`src/rtl/img_proc_pkg.sv`:
```
// img_proc_pkg: mode codes, FSM state codes, sharpen neighbour table and weights
package img_proc_pkg;
  localparam logic [1:0] MODE_MIR = 2'd0, MODE_GRAY = 2'd1, MODE_SH = 2'd2;
  localparam logic [2:0] S_IDLE = 3'd0, S_MIR_RD = 3'd1, S_MIR_WR = 3'd2, S_GRAY = 3'd3,
                         S_SH_ACC = 3'd4, S_SH_WR = 3'd5, S_DONE = 3'd6;
  typedef logic signed [4:0] wgt_t;
  localparam wgt_t W_CTR = 5'sd9, W_NB = -5'sd1;
  typedef logic signed [1:0] off_t;
  localparam off_t DR [9] = '{2'sd0, -2'sd1, -2'sd1, -2'sd1, 2'sd0, 2'sd0, 2'sd1, 2'sd1, 2'sd1};
  localparam off_t DC [9] = '{2'sd0, -2'sd1, 2'sd0, 2'sd1, -2'sd1, 2'sd1, -2'sd1, 2'sd0, 2'sd1};
endpackage

```
`src/rtl/img_proc_if.sv`:
```
// img_proc_if: command, pixel read and pixel write bundle of the image engine
interface img_proc_if #(
  parameter int ROWS = 64,
  parameter int COLS = 64,
  parameter int CH_W = 8,
  parameter int CH_N = 3
);
  logic start;
  logic [1:0] mode;
  logic [CH_N*CH_W-1:0] in_pix;
  logic [$clog2(ROWS)-1:0] row;
  logic [$clog2(COLS)-1:0] col;
  logic out_we;
  logic [CH_N*CH_W-1:0] out_pix;
  logic busy;
  logic done;
  modport master (output start, mode, in_pix, input row, col, out_we, out_pix, busy, done);
  modport slave (input start, mode, in_pix, output row, col, out_we, out_pix, busy, done);
endinterface

```
`src/rtl/img_proc_sharpen_acc.sv`:
```
// sharpen_acc: one channel's signed sharpen accumulator; IMG_PROC_SATURATE_EN clamps, else wraps
module sharpen_acc import img_proc_pkg::*; #(
  parameter int CH_W = 8,
  parameter int AW = CH_W + 5
) (
  input  logic clk,
  input  logic rst,
  input  logic clr,
  input  logic add,
  input  wgt_t w,
  input  logic [CH_W-1:0] pix,
  output logic [CH_W-1:0] res
);
  logic signed [AW-1:0] acc_q, acc_d;
  // clear between pixels, otherwise fold in the weighted sample
  always_comb acc_d = clr ? '0 : add ? acc_q + AW'(signed'({1'b0, pix})) * AW'(w) : acc_q;
  // accumulator register
  always_ff @(posedge clk) acc_q <= rst ? '0 : acc_d;
`ifdef IMG_PROC_SATURATE_EN
  assign res = acc_q < 0 ? '0 : acc_q > AW'((1 << CH_W) - 1) ? '1 : acc_q[CH_W-1:0];
`else
  assign res = acc_q[CH_W-1:0];
`endif
endmodule

```
`src/rtl/img_proc_engine.sv`:
```
// img_proc_engine: mirror/grayscale/sharpen sequencer; IMG_PROC_SATURATE_EN clamps sharpen results
module img_proc_engine import img_proc_pkg::*; #(
  parameter int ROWS = 64,
  parameter int COLS = 64,
  parameter int CH_W = 8,
  parameter int CH_N = 3,
  parameter int GRAY_CH = 1
) (
  input logic clk,
  input logic rst,
  img_proc_if.slave bus
);
  localparam int RW = $clog2(ROWS);
  localparam int CW = $clog2(COLS);
  localparam int PW = CH_N * CH_W;
  localparam logic [RW-1:0] RMAX = RW'(ROWS - 1);
  localparam logic [CW-1:0] CMAX = CW'(COLS - 1);
  logic [2:0] state_q, state_d;
  logic [RW-1:0] r_q, r_d;
  logic [CW-1:0] c_q, c_d;
  logic [3:0] k_q, k_d;
  logic [PW-1:0] cap_q, cap_d, pix_q, pix_d, gray_pix, sh_pix, wr_pix;
  logic [CH_W-1:0] ch_r, ch_g, ch_b, mx, mn;
  logic [CH_W:0] sum;
  logic border, last, we, acc_clr, acc_add;
  wgt_t acc_w;
  assign ch_r = bus.in_pix[2*CH_W +: CH_W];
  assign ch_g = bus.in_pix[CH_W +: CH_W];
  assign ch_b = bus.in_pix[0 +: CH_W];
  assign mx = ch_r > ch_g ? (ch_r > ch_b ? ch_r : ch_b) : (ch_g > ch_b ? ch_g : ch_b);
  assign mn = ch_r < ch_g ? (ch_r < ch_b ? ch_r : ch_b) : (ch_g < ch_b ? ch_g : ch_b);
  assign sum = {1'b0, mx} + {1'b0, mn};
  // grayscale lands on one channel, the rest stay zero
  always_comb begin
    gray_pix = '0;
    gray_pix[GRAY_CH*CH_W +: CH_W] = CH_W'(sum >> 1);
  end
  assign border = r_q == '0 || r_q == RMAX || c_q == '0 || c_q == CMAX;
  assign last = r_q == RMAX && c_q == CMAX;
  assign we = state_q == S_MIR_WR || state_q == S_GRAY || state_q == S_SH_WR || (state_q == S_SH_ACC && border);
  assign wr_pix = state_q == S_MIR_WR ? cap_q : state_q == S_GRAY ? gray_pix : state_q == S_SH_WR ? sh_pix : bus.in_pix;
  assign acc_clr = state_q == S_IDLE || state_q == S_SH_WR;
  assign acc_add = state_q == S_SH_ACC && !border;
  assign acc_w = k_q == '0 ? W_CTR : W_NB;
  for (genvar i = 0; i < CH_N; i++) begin : g_acc
    sharpen_acc #(.CH_W(CH_W)) u_acc (
      .clk(clk), .rst(rst), .clr(acc_clr), .add(acc_add), .w(acc_w),
      .pix(bus.in_pix[i*CH_W +: CH_W]), .res(sh_pix[i*CH_W +: CH_W])
    );
  end
  // every write advances the row-major scan; the final pixel wraps the counters to zero
  always_comb begin
    state_d = state_q;
    k_d = k_q;
    c_d = we ? (c_q == CMAX ? '0 : c_q + 1'b1) : c_q;
    r_d = we ? (last ? '0 : c_q == CMAX ? r_q + 1'b1 : r_q) : r_q;
    cap_d = state_q == S_MIR_RD ? bus.in_pix : cap_q;
    pix_d = we ? wr_pix : pix_q;
    case (state_q)
      S_IDLE: state_d = !bus.start ? S_IDLE : bus.mode == MODE_MIR ? S_MIR_RD :
                        bus.mode == MODE_GRAY ? S_GRAY : bus.mode == MODE_SH ? S_SH_ACC : S_DONE;
      S_MIR_RD: state_d = S_MIR_WR;
      S_MIR_WR: state_d = last ? S_DONE : S_MIR_RD;
      S_GRAY: state_d = last ? S_DONE : S_GRAY;
      S_SH_ACC: begin
        state_d = border ? (last ? S_DONE : S_SH_ACC) : k_q == 4'd8 ? S_SH_WR : S_SH_ACC;
        k_d = border || k_q == 4'd8 ? '0 : k_q + 1'b1;
      end
      S_SH_WR: state_d = last ? S_DONE : S_SH_ACC;
      default: state_d = S_IDLE;
    endcase
  end
  // state and datapath registers
  always_ff @(posedge clk) begin
    if (rst) begin
      state_q <= S_IDLE;
      r_q <= '0;
      c_q <= '0;
      k_q <= '0;
      cap_q <= '0;
      pix_q <= '0;
    end else begin
      state_q <= state_d;
      r_q <= r_d;
      c_q <= c_d;
      k_q <= k_d;
      cap_q <= cap_d;
      pix_q <= pix_d;
    end
  end
  assign bus.out_we = we;
  assign bus.out_pix = pix_d;
  assign bus.row = state_q == S_MIR_RD ? RMAX - r_q : state_q == S_SH_ACC ? r_q + RW'(DR[k_q]) : r_q;
  assign bus.col = state_q == S_SH_ACC ? c_q + CW'(DC[k_q]) : c_q;
  assign bus.busy = state_q != S_IDLE && state_q != S_DONE;
  assign bus.done = state_q == S_DONE;
endmodule

```
`src/flat_wrapper.sv`:
```
// flat-port wrapper written by rule: the top's interface ports become plain ports
module img_proc_engine_flat import img_proc_pkg::*;
#(
  parameter int ROWS = 64,
  parameter int COLS = 64,
  parameter int CH_W = 8,
  parameter int CH_N = 3,
  parameter int GRAY_CH = 1
)
  (clk, rst, bus_start, bus_mode, bus_in_pix, bus_row, bus_col, bus_out_we, bus_out_pix, bus_busy, bus_done);
  img_proc_if #(.ROWS(ROWS), .COLS(COLS), .CH_W(CH_W), .CH_N(CH_N)) bus_i ();
  input logic clk;
  input logic rst;
  input wire logic [$bits(bus_i.start)-1:0] bus_start;
  input wire logic [$bits(bus_i.mode)-1:0] bus_mode;
  input wire logic [$bits(bus_i.in_pix)-1:0] bus_in_pix;
  output wire logic [$bits(bus_i.row)-1:0] bus_row;
  output wire logic [$bits(bus_i.col)-1:0] bus_col;
  output wire logic [$bits(bus_i.out_we)-1:0] bus_out_we;
  output wire logic [$bits(bus_i.out_pix)-1:0] bus_out_pix;
  output wire logic [$bits(bus_i.busy)-1:0] bus_busy;
  output wire logic [$bits(bus_i.done)-1:0] bus_done;
  assign bus_i.start = bus_start;
  assign bus_i.mode = bus_mode;
  assign bus_i.in_pix = bus_in_pix;
  assign bus_row = bus_i.row;
  assign bus_col = bus_i.col;
  assign bus_out_we = bus_i.out_we;
  assign bus_out_pix = bus_i.out_pix;
  assign bus_busy = bus_i.busy;
  assign bus_done = bus_i.done;
  img_proc_engine #(.ROWS(ROWS), .COLS(COLS), .CH_W(CH_W), .CH_N(CH_N), .GRAY_CH(GRAY_CH)) u_core (.clk(clk), .rst(rst), .bus(bus_i));
endmodule
```
`config.mk`:
```
export PLATFORM = sky130hd
export DESIGN_NAME = img_proc_engine_flat
export DESIGN_NICKNAME = d
export VERILOG_FILES = /design/src/rtl/img_proc_pkg.sv /design/src/rtl/img_proc_if.sv /design/src/rtl/img_proc_sharpen_acc.sv /design/src/rtl/img_proc_engine.sv /design/src/flat_wrapper.sv
export SDC_FILE = /design/constraint.sdc
export NUM_CORES = 1
export LEC_CHECK = 0
export CAP_MARGIN = 20
export CORE_MARGIN = 2
export CORE_UTILIZATION = 50
export DETAILED_ROUTE_END_ITERATION = 6
export DONT_BUFFER_PORTS = 1
export GPL_ROUTABILITY_DRIVEN = 0
export GPL_TIMING_DRIVEN = 0
export HOLD_SLACK_MARGIN = 0.03
export PLACE_DENSITY = 0.77
export RECOVER_POWER = 100
export SKIP_CTS_REPAIR_TIMING = 1
export SYNTH_ARGS = -nofsm -noshare
export SYNTH_HDL_FRONTEND = slang
export SYNTH_SLANG_ARGS = --single-unit
```
`constraint.sdc`:
```
create_clock -name clk -period 5.2 [get_ports clk]
set_input_delay 0.52 -clock clk [delete_from_list [all_inputs] [get_ports clk]]
set_output_delay 0.52 -clock clk [all_outputs]
set_load 0.05 [all_outputs]
```
Yosys cells after proc, flatten, opt, wreduce, memory -nomap -nowiden:

Memory sizes are Yosys's and may differ from the RTL's.
Cells that the tools add are included.

* output and inout bits: 39
* memories: 2
* ROM bits: 64
* bits of input ports: 29
* logic and storage cells: 98
* register bits after elaboration: 106

Memories
* (no name shown): words 16, width 2, rd ports 1, clocked after Yosys merged registers in 0, wr ports 0, RTL line img_proc_engine.sv:93 `assign bus.row = state_q == S_MIR_RD ? RMAX - r_q : state_q == S_SH_ACC ? r_q + RW'(DR[k_q]) : r_q;`
* (no name shown): words 16, width 2, rd ports 1, clocked after Yosys merged registers in 0, wr ports 0, RTL line img_proc_engine.sv:94 `assign bus.col = state_q == S_SH_ACC ? c_q + CW'(DC[k_q]) : c_q;`

* $add $sub $neg: 10
* multipliers: 3
* reduce and logical (&&, ||, !) cells: 22
* equal/unequal tests: 12
* bitwise gates (word level): 1
* multiplexer cells: 32
* magnitude comparators: 7

Operator list (number)
* 24-bit two-way mux: 4
* 8-bit two-way mux: 6
* 13-bit adder: 3
* 9-bit by 5-bit multiplier with 13-bit output: 3
* 6-bit two-way mux: 6
* 8-bit > comparator: 3
* 8-bit less-than comparator: 3
* 3-bit two-way mux: 6
* 3-bit case mux with 6 select lines: 1
* 6-bit by 1-bit adder with 6-bit output (second input constant): 2
* 6-bit adder: 2
* 6-bit equality test (second input constant): 2
* 6-bit logical NOT: 2
* 2-bit two-way mux: 6
* 8-bit by 8-bit adder with 9-bit output: 1
* 3-bit equality test (second input constant): 3
* 1-bit logical OR: 8
* 3-bit by 2-bit equality test with 1-bit output (second input constant): 2
* 6-bit subtractor (first input constant): 1
* 5-bit greater-or-equal comparator (second input constant): 1
* 5-bit two-way mux: 1
* 4-bit inverter with 5-bit output: 1
* 4-bit by 1-bit adder with 4-bit output (second input constant): 1
* 4-bit equality test (second input constant): 1
* 15 further kinds: 18

Longest topological paths before layout:

* word-level depth: 7
* depth in mapped cells: 22

Hierarchy:

Synthesis repeated with hierarchy kept, for this count alone.

* cell total of the unflattened synthesis: 1101
* area, all modules: 9043.7 sq um

By module, submodules not included
* img_proc_engine: instances 1, area each 5434.0 sq um, cells each 723, seq. area each 1341.3 sq um
* sharpen_acc at u_core.g_acc[1].u_acc ...: instances 2, area each 1202.4 sq um, cells each 126, seq. area each 160.2 sq um
* sharpen_acc at u_core.g_acc[0].u_acc: instances 1, area each 1204.9 sq um, cells each 126, seq. area each 160.2 sq um

Worst setup path after synthesis:

No wires, ideal clock.

* path type: input to output
* start: input bus_in_pix[11]
* end: output bus_out_pix[13]
* data arrival time: 5.070 ns
* path slack: -0.390 ns
* path buffers: 1
* data required time: 4.680 ns
* stages on the path: 18
* path through: clkbuf_1 > inv_1 > ha_1 > and3_4 > a221oi_2 > o21ai_1 > nor3_1 > nor2_1 > nand2_1 > nand2_1 > fa_1 > a21o_1 > a21oi_1 > o21bai_1 > a21oi_1 > xnor2_1 > o221ai_1 > o21ai_0

* longest elaborated chain between the ends: 7
* elaborated cells on any way between the ends: 12
* those cells by class: add/sub: 1; order compare: 4; mux: 7

Ends and longest elaborated chain
* start, declared: RTL line flat_wrapper.sv:16 `input wire logic [$bits(bus_i.in_pix)-1:0] bus_in_pix;`
* 8-bit > comparator / 8-bit less-than comparator (equally long branches): RTL line img_proc_engine.sv:30, img_proc_engine.sv:31
* 8-bit two-way mux, on equally long branches (2 in a row): RTL line img_proc_engine.sv:30, img_proc_engine.sv:31
* 8-bit by 8-bit adder with 9-bit output (*): RTL line img_proc_engine.sv:32 `assign sum = {1'b0, mx} + {1'b0, mn};`
* 24-bit two-way mux (*) (2 in a row): RTL line img_proc_engine.sv:41 `assign wr_pix = state_q == S_MIR_WR ? cap_q : state_q == S_GRAY ? gray_pix : state_q == S_SH_WR ? sh_pix : bus ...`
* 24-bit two-way mux (*): RTL line img_proc_engine.sv:58 `pix_d = we ? wr_pix : pix_q;`
* end, declared: RTL line flat_wrapper.sv:20 `output wire logic [$bits(bus_i.out_pix)-1:0] bus_out_pix;`

Mark *: on every way between the ends. The rest lies on a longest branch, timed or not.

Final worst setup path:

* start: input bus_in_pix[11]
* end: output bus_out_pix[15]

Same word-level chain as after synthesis.

==> results.md <==
- Synthesis Warnings: 0
- MaxCap Viol Count: 8
- Area growth, synth to finish: 8.39%
- Die Ht: 135 um
- Nets@finish: 1298
- CTS root buffer: clkbuf_16
- Number of global-route vias before repair: 7610
- H-Tree Depth: 3
- Most frequent cells in the layout: 234 x nand2_1, 113 x inv_1, 91 x dfxtp_1
- Mean Syn Cell Area: 7.79 sq um
- CP required: 4680 ps
- Leak Pwr: 4.03 nW
- Setup crit end kind: output pin
- Final setup fails: 0
- Worst-Margin Slew: 1540 ps
- Largest net degree at the start of global routing: 15
- Slew Limit Fails: 4
- M3 GR Usage: 5.91%
- Most utilized layer in the global route result: met2
- Initial drt markers: 642
- FMAX: 0.200 GHz
- Slew headroom: -3.73%
- Vias: 7916
- Count of cell types in the netlist: 67
- Core Box Area: 16700 sq um
- Final hold viol count: 0
- Failing checks: capacitance limit, slew limit
- Die ar.: 18300 sq um
- IO Port Bufs: 0
- Met2 usage: 45.5%
- Netlist Area Pre-Place: 8600 sq um
- Placed Cells: 1325
- Drt wl/cell: 18.4 um
- Clock buffer count from CTS: 9
- PwrDens: 279 nW/um^2
- Skew-Pair Late Insertion Delay: 360 ps
- #FFs+latches synth: 91
- Initial antenna violation count: 0
- Starting density of the core: 51.5%
- Most common flop cell mapped by yosys: dfxtp_1
- CTS tree: yes
- Fin crit share: 96.2%
- Cell row count: 47
- Post-synth EDFFs: 0
- Worst setup path class: input pin to output pin
- Met1 usage: 35.7%
- # DRC: 0
- Clock skew: 7.53 ps
- CTS sink cnt: 91
- Total gr overflow: 0
- Multi-input gate area: 6190 sq um
- IO Pins: 68
- Gr usage total: 27.8%
- Peak VDD IR: 0.193 mV
- Most common cell after layout, fill and taps aside: nand2_1
- Post-Syn Instances: 1104
- CP Max Fanout: 7
- Status: finished with violations
- Non-filler cells in the finished layout: 1346
- Critical Path AT: 4480 ps
- Seq. cell area: 1820 sq um
- Total power: 2.60 mW
- Filler cells: 1583
- Sequential area share after synthesis: 21.2%
- Reg clk slew, reported paths: 70 ps
- DR vias/cell: 5.88
- Clock buffer depth: 2
- Drt first pass iters: 7
- Die X: 135 um
- N_diodes: 0
- Critical Path Source Type: input pin
- RSZ-0062 raised after global routing: no
- Net Count, Synth: 1280
- Worst hold path type: input pin to flip-flop
- Post-synth ARST share: 0%
- Final WL: 24800 um
- Min Clock Period, post-route: 5000 ps
- Global-route wire length before repair: 39200 um
- Hpwl dp: 19300 um
- DRT antenna net count: 0
- Layout cell share with drive strength beyond 1: 5.06%
==> state kept, by name, indices dropped and copies added, names as in the netlist <==
| register | count |
|---|---|
| u_core.pix_q | 24 |
| u_core.cap_q | 24 |
| u_core.r_q | 6 |
| u_core.state_q | 3 |
| u_core.c_q | 6 |
| u_core.k_q | 4 |
| u_core.g_acc.u_acc.acc_q | 24 |
==> logic make-up (layout without fill, tap and decap cells) <==
kind of cell | Yosys count | after routing | share of synthesized area [%]
compound gates | 221 | 221 | 17.0
xor+xnor | 65 | 65 | 6.62
fa+ha+maj | 147 | 147 | 26.4
buf+inv | 169 | 191 | 7.67
flops | 91 | 91 | 21.2
mux | 5 | 5 | 0.596
simple gates | 406 | 406 | 20.6
==> report_power, final <==
part	internal, mW	switching, mW
registers	0.729	0.0151
logic	0.411	0.742
clock network	0.420	0.284
total	1.56	1.04
==> area by class of cell <==
cell class                      instances  area share (%)
Multi-Input combinational cell        844            66.4
Tap cell                              220            2.95
Sequential cell                        91            19.5
Timing Repair Buffer                    7           0.564
Clock buffer                           11            2.50
Inverter                              117            4.75
Buffer                                 52            2.50
Clock inverter                          4           0.819
==> per-layer routing <==
| layer | part of all wire, % | up-vias |
|---|---|---|
| met5 | 0 | - |
| li1 | - | 3727 |
| met3 | 8.6 | 70 |
| met1 | 41 | 3778 |
| met2 | 47 | 341 |
| met4 | 3.6 | 0 |
==> path summary, 6_finish.rpt <==
kind,slack [ps],end,depth (start not counted),startpoint
setup / recovery,200,bus_out_pix[15],19,bus_in_pix[11]
hold / removal,290,u_core.cap_q[20],2,bus_in_pix[20]
setup reg to reg,280,u_core.g_acc[1].u_acc.acc_q[7],19,u_core.k_q[0]
hold reg to reg,460,u_core.cap_q[0],2,u_core.cap_q[0]
==> worst max-delay path, stage by stage <==
cell	delay [ps]
clkbuf_2	210
inv_2	120
ha_1	330
and3_4	210
a221oi_2	70
o21a_2	260
o211ai_1	470
a22oi_4	90
o211ai_4	260
inv_1	90
fa_1	410
a21o_1	190
a21oi_1	200
o21bai_1	110
a21oi_2	190
nor2b_1	60
o21ai_0	160
a221oi_1	140
mux2_4	400
==> stage by stage <==
stage / hold slack (ps) / area [sq um] / setup TNS [ps] / util, % / setup slack, ps
after floorplan: 436 / 8600 / -3.13 / - / -3.13
after global placement: 442 / 8880 / -5040 / 53.1 / -796
after detailed placement: 447 / 8880 / -5810 / 53.2 / -839
after CTS: 285 / 9190 / -5050 / 55.0 / -842
after global routing: 290 / 9320 / 0 / 55.8 / 10.6
final: 291 / 9320 / 0 / 55.8 / 198
==> synthesized netlist by cell type, types with 2 or more instances <==
| cell type | instances | area share, % |
|---|---|---|
| a221o_1 | 3 | 0.35 |
| xnor2_1 | 51 | 5.2 |
| buf_1 | 4 | 0.17 |
| ha_1 | 90 | 13 |
| nand2b_1 | 4 | 0.29 |
| nand3b_1 | 2 | 0.17 |
| fa_1 | 57 | 13 |
| a211oi_1 | 7 | 0.61 |
| a21oi_1 | 86 | 5.0 |
| clkinv_1 | 2 | 0.087 |
| o22a_1 | 2 | 0.20 |
| nor2_1 | 77 | 3.4 |
| or2_2 | 3 | 0.22 |
| o22ai_1 | 2 | 0.15 |
| nor2b_1 | 26 | 1.9 |
| a21o_1 | 15 | 1.3 |
| o21bai_1 | 4 | 0.35 |
| o21ai_1 | 2 | 0.12 |
| mux2i_1 | 4 | 0.47 |
| a21o_2 | 2 | 0.20 |
| nand2_1 | 234 | 10 |
| dfxtp_1 | 91 | 21 |
| nand4_1 | 12 | 0.87 |
| and3_1 | 7 | 0.51 |
| and2_1 | 7 | 0.51 |
| a31oi_1 | 19 | 1.4 |
| clkbuf_1 | 43 | 1.9 |
| or3_1 | 4 | 0.29 |
| o21ai_0 | 27 | 1.6 |
| a22oi_1 | 6 | 0.52 |
| o211ai_1 | 7 | 0.61 |
| xor2_1 | 14 | 1.4 |
| nor4_1 | 4 | 0.29 |
| a221oi_1 | 18 | 1.8 |
| buf_6 | 2 | 0.26 |
| o221ai_1 | 6 | 0.61 |
| a32oi_1 | 2 | 0.20 |
| inv_1 | 114 | 5.0 |
| a222oi_1 | 2 | 0.23 |
| nand3_1 | 5 | 0.29 |
| nor3_1 | 11 | 0.64 |
Power figures use the tool's default switching activity.
